### config.mk
export PLATFORM = sky130hd
export DESIGN_NAME = cpu_io_host
export DESIGN_NICKNAME = d
export VERILOG_FILES = /design/src/rtl/cpu_io_host.sv
export SDC_FILE = /design/constraint.sdc
export NUM_CORES = 1
export LEC_CHECK = 0
export ABC_AREA = 1
export ABC_CLOCK_PERIOD_IN_PS = 3050
export CORE_MARGIN = 2
export CORE_UTILIZATION = 53
export DETAILED_ROUTE_END_ITERATION = 8
export PLACE_DENSITY_LB_ADDON = 0.1
export SLEW_MARGIN = 25
export SYNTH_ARGS = -nofsm -noshare
export SYNTH_HDL_FRONTEND = slang
export SYNTH_SLANG_ARGS = --single-unit
### constraint.sdc
create_clock -name CLK -period 3.05 [get_ports CLK]
set_clock_uncertainty 0.1 [all_clocks]
set_input_delay 0.305 -clock CLK [delete_from_list [all_inputs] [get_ports CLK]]
set_output_delay 0.305 -clock CLK [all_outputs]
set_load 0.02 [all_outputs]
### src/rtl/cpu_io_host.sv
// cpu_io_host: host-side end of the CPU I/O port pair: input FIFO toward CPUIn,
// change-detect capture of CPUOut into an output FIFO, and a PC-stall halt detector.
module cpu_io_host #(
    parameter int WIDTH        = 32,
    parameter int IN_DEPTH     = 8,
    parameter int OUT_DEPTH    = 8,
    parameter int STALL_CYCLES = 1
) (
    input  logic             CLK,
    input  logic             Reset,
    input  logic [WIDTH-1:0] HostInData,
    input  logic             HostInValid,
    output logic             HostInReady,
    output logic [WIDTH-1:0] CPUIn,
    output logic             CPUInEmpty,
    input  logic             CPUInTake,
    input  logic [WIDTH-1:0] CPUOut,
    input  logic [WIDTH-1:0] PcCurrent,
    output logic [WIDTH-1:0] HostOutData,
    output logic             HostOutValid,
    input  logic             HostOutReady,
    output logic             OutOverflow,
    output logic             Halted
);
    localparam int IAW = $clog2(IN_DEPTH);
    localparam int OAW = $clog2(OUT_DEPTH);
    localparam int SW  = $clog2(STALL_CYCLES + 1);
    localparam logic [SW-1:0] STALL_MAX = SW'(STALL_CYCLES);

    typedef enum logic [1:0] {INIT, RUN, HALTED} state_t;

    state_t           state_q, state_d;
    logic [SW-1:0]    stall_q, stall_d;
    logic [WIDTH-1:0] prev_pc_q, prev_out_q;
    logic             ovf_q;

    logic [WIDTH-1:0] in_mem_q [IN_DEPTH];
    logic [IAW-1:0]   in_wr_q, in_rd_q;
    logic [IAW:0]     in_cnt_q;
    logic [WIDTH-1:0] out_mem_q [OUT_DEPTH];
    logic [OAW-1:0]   out_wr_q, out_rd_q;
    logic [OAW:0]     out_cnt_q;

    logic in_full, in_empty, in_push, in_pop;
    logic out_full, out_empty, out_push, out_pop, capture, drop;

    assign in_full   = in_cnt_q == (IAW+1)'(IN_DEPTH);
    assign in_empty  = in_cnt_q == '0;
    assign out_full  = out_cnt_q == (OAW+1)'(OUT_DEPTH);
    assign out_empty = out_cnt_q == '0;

    // Host pushes are only accepted once the detector is running; INIT and HALTED refuse them.
    assign HostInReady = (state_q == RUN) && !in_full;
    assign in_push     = HostInValid && HostInReady;
    assign in_pop      = CPUInTake && !in_empty;
    assign out_pop     = HostOutReady && !out_empty;
    assign capture     = (state_q == RUN) && (CPUOut != prev_out_q);
    assign out_push    = capture && (!out_full || out_pop);
    assign drop        = capture && out_full && !out_pop;

    assign CPUIn        = in_empty ? '0 : in_mem_q[in_rd_q];
    assign CPUInEmpty   = in_empty;
    assign HostOutData  = out_empty ? '0 : out_mem_q[out_rd_q];
    assign HostOutValid = !out_empty;
    assign OutOverflow  = ovf_q;
    assign Halted       = state_q == HALTED;

    // Next state: INIT always advances; RUN counts repeated PCs and halts at the threshold.
    always_comb begin
        state_d = state_q;
        stall_d = stall_q;
        if (state_q == INIT) begin
            state_d = RUN;
        end else if (state_q == RUN) begin
            stall_d = (PcCurrent != prev_pc_q) ? '0 :
                      (stall_q == STALL_MAX) ? stall_q : stall_q + SW'(1);
            if (stall_d == STALL_MAX) state_d = HALTED;
        end
    end

    // Control state, history registers, FIFO pointers/counts and the sticky overflow flag.
    always_ff @(posedge CLK or negedge Reset) begin
        if (!Reset) begin
            state_q    <= INIT;
            stall_q    <= '0;
            prev_pc_q  <= '0;
            prev_out_q <= '0;
            ovf_q      <= 1'b0;
            in_wr_q    <= '0;
            in_rd_q    <= '0;
            in_cnt_q   <= '0;
            out_wr_q   <= '0;
            out_rd_q   <= '0;
            out_cnt_q  <= '0;
        end else begin
            state_q    <= state_d;
            stall_q    <= stall_d;
            prev_pc_q  <= PcCurrent;
            prev_out_q <= CPUOut;
            ovf_q      <= ovf_q || drop;
            in_wr_q    <= in_wr_q + IAW'(in_push);
            in_rd_q    <= in_rd_q + IAW'(in_pop);
            in_cnt_q   <= in_cnt_q + (IAW+1)'(in_push) - (IAW+1)'(in_pop);
            out_wr_q   <= out_wr_q + OAW'(out_push);
            out_rd_q   <= out_rd_q + OAW'(out_pop);
            out_cnt_q  <= out_cnt_q + (OAW+1)'(out_push) - (OAW+1)'(out_pop);
        end
    end

    // FIFO storage needs no reset: empty FIFOs mask their heads to zero.
    always_ff @(posedge CLK) begin
        if (in_push) in_mem_q[in_wr_q] <= HostInData;
        if (out_push) out_mem_q[out_wr_q] <= CPUOut;
    end
endmodule

==> impl_metrics.csv <==
group,metric,value,unit
outcome,status,"completed",
finish,multiInputGateArea,0.005535,mm²
route,post_drt_wl_per_cell,20.07,µm
power_and_ir_drop,power_density,886.8,mW/mm²
die,chipHeight,215.9,µm
worst_setup_path,cp-start-kind,"flop",
sta,min_period,2948,ps
finish,final_cell_area,0.02891,mm²
worst_setup_path,ff2ff_setup_slack,540,ps
route,vias,15067,
place,place_hpwl,31170,µm
finish,fin_nets,2181,
worst_setup_path,worstPathArrival,2540,ps
synth,ys.warnings.count,0,
sta,setup_tns,0,ps
synth,synth_cells,1842,
route,ant_nets,0,
die,core-area,0.04422,mm²
die,fp.dieW,215.9,µm
worst_setup_path,critPathCaptureType,"output port",
sta,setup-violations-final,0,
clock_tree,clock_latency,610,ps
die,fp.dieArea,0.04659,mm²
clock_tree,htreeDepth,2,
clock_tree,cts_sinks,599,
finish,nFillCells,3228,
synth,synth_most_common_cell,"nor2_1",
die,ios,170,
sta,finalHoldViolations,0,
clock_tree,post_cts_buffers,0,
clock_tree,cts_tree,"built",
grt,antenna_found_initial,4,
synth,synth_top_area_share,64.64,%
synth,synth_commonest_cells,"nor2_1 (553), edfxtp_1 (512), o21ai_0 (153), o32ai_1 (128), nand2_1 (89)",
worst_setup_path,worstPathRequired,2640,ps
grt,grt_pass1_wl,85210,µm
route,drt-total-wl,54230,µm
finish,drive_gt1_share,10.38,%
die,num_rows,77,
synth,ys_top_cells_by_area,"edfxtp_1 (65%), dfrtp_1 (9.2%), nor2_1 (8.7%), o32ai_1 (4.7%), o21ai_0 (3.2%)",
synth,synthesis.nets,1964,
finish,areaGrowthSynthToFinish,21.54,%
sta,rsz0062_at_grt,"false",
sta,period_share,96.65,%
route,drtPass1Iterations,5,
sta,max_freq,339.2,MHz
power_and_ir_drop,leakagePower,10.35,nW
die,start_util,53.79,%
place,routabilityCongestion,0.7536,
place,dpl_cell_area,0.02690,mm²
place,port_buffers,169,
synth,synth_flop_cell,"edfxtp_1",
sta,final-max-slew-violation-count,0,
grt,grt_pass1_vias,15321,
grt,grt_max_degree,66,
sta,worstMarginPinSlew,562.3,ps
grt,track_usage,23.64,%
min_path,hp-class,"in -> reg",
synth,synth_edf_count,512,
sta,relSlewSlack,62.42,%
power_and_ir_drop,vdd_drop_max,0.6937,mV
route,initialDrtViolationCount,1127,
worst_setup_path,cp_max_fo,28,
route,drc,0,
synth,syn_area,0.02379,mm²
finish,regArea,0.01757,mm²
synth,synth_top_area_cell,"edfxtp_1",
clock_tree,cts-root-buf,"clkbuf_16",
grt,overflow,0,
route,via_per_inst,5.576,
worst_setup_path,worstSetupPathType,"reg -> out",
clock_tree,path_clk_slew,60,ps
run,drv_cap,0,
synth,ys_types,30,
clock_tree,cts_made_buffers,58,
synth,synth-seq-cells,599,
synth,yosysSeqAreaShare,73.79,%
clock_tree,cts_buffer_depth,3,
synth,async_flop_share,14.52,%
synth,syn-mean-instance-area,12.91,µm²
## per-layer routing
| layer | vias up | part of all wire, % | global-route usage (%) |
|---|---|---|---|
| met5 | - | 0.081 | 0 |
| met4 | 6 | 3.4 | 9.448 |
| met3 | 128 | 6.3 | 4.538 |
| met2 | 452 | 49 | 39.70 |
| met1 | 7450 | 41 | 30.50 |
| li1 | 7031 | - | - |
## critical path, stage by stage (launching register included)
cell	delay, ps
dfrtp_4	520
clkinv_2	160
bufbuf_16	360
nor2_1	70
o32ai_1	220
o21ai_1	80
nor2_1	170
dlygate4sd2_1	360
## registers in the layout, indices dropped and copies added, names as in the netlist
name,flops
in_mem_q,256
prev_out_q,32
OutOverflow,1
out_wr_q,3
state_q,2
out_cnt_q,4
out_rd_q,3
in_rd_q,3
in_cnt_q,4
prev_pc_q,32
out_mem_q,256
in_wr_q,3
## path summary, 6_finish.rpt
kind                                start          endpoint  cells after the start
setup reg to reg           prev_out_q[13]  out_mem_q[3][17]                     12
min in group asynchronous           Reset     prev_pc_q[12]                      2
setup / recovery              out_rd_q[0]   HostOutData[24]                      7
hold / removal              PcCurrent[11]     prev_pc_q[11]                      1
max in group asynchronous           Reset        in_rd_q[0]                      3
hold reg to reg               OutOverflow       OutOverflow                      1
## power breakdown
group | total [mW] | leakage [nW] | switching (mW) | internal (mW)
Combinational | 8.91 | 3.75 | 5.67 | 3.23
Sequential | 9.28 | 5.62 | 0.226 | 9.06
Clock | 7.45 | 0.983 | 2.98 | 4.47
Total | 25.6 | 10.4 | 8.88 | 16.8
## kinds of logic after synthesis
| logic type | Yosys count | share of synthesized area [%] |
|---|---|---|
| flip-flops | 599 | 73.79 |
| adder cells (fa/ha/maj) | 21 | 1.168 |
| AO/OA/AOI/OAI | 335 | 9.142 |
| AND/OR/NAND/NOR | 667 | 10.72 |
| buffers and inverters | 174 | 3.487 |
| XOR/XNOR | 46 | 1.694 |
## per-stage QoR
| step | setup slack, ps | util (%) | hold WS [ps] | cells | total power, mW |
|---|---|---|---|---|---|
| final | 102.0 | 65.37 | 85.96 | 2702 | 25.64 |
| after global routing | 0.6741 | 65.37 | 54.89 | 2702 | 26.95 |
| after CTS | -102.8 | 65.40 | 47.84 | 2701 | 25.87 |
| after detailed placement | 23.99 | 60.82 | 223.7 | 2588 | 18.78 |
| after global placement | 14.49 | 60.82 | 226.9 | 2588 | 18.64 |
| after floorplan | -303.8 | - | -90.59 | 1842 | 15.11 |
## placed cells by master, fill, tap and decap left out, drive strengths merged
master,Yosys,routed
dfrtp,87,87
edfxtp,512,512
o21bai,1,1
o32ai,128,128
ha,19,19
nand2,89,89
nor3,5,5
bufbuf,0,1
o21ai,199,199
nor2,553,553
nand3,12,12
xnor2,31,31
fa,2,2
or2,3,3
clkinvlp,0,2
nand4,5,5
xor2,15,15
dlymetal6s2s,0,5
inv,69,67
diode,0,1
dlygate4sd3,0,1
o21a,1,1
buf,49,92
a311oi,1,1
clkdlybuf4s15,0,4
bufinv,0,9
a21oi,3,3
dlygate4sd2,0,45
clkinv,0,27
clkdlybuf4s50,0,104
o22ai,2,2
clkbuf,56,84
## layout make-up
cell class	count	area share, %
Tap cell	592	2.562
Clock inverter	36	1.394
Clock buffer	74	5.553
Inverter	69	0.9046
Timing Repair Buffer	262	9.665
Sequential cell	599	60.77
Antenna cell	1	0.008656
Multi-Input combinational cell	1069	19.15
## timing repair
action / 4_1_cts / 5_1_grt
setup endpoints to repair: 64 / 17
hold endpoints to repair: 53 / 0
hold buffers: 1 / 0
gates resized for setup: 62 / 32
gates cloned: 2 / 0
No activity file was read; power rests on OpenSTA's default activity.
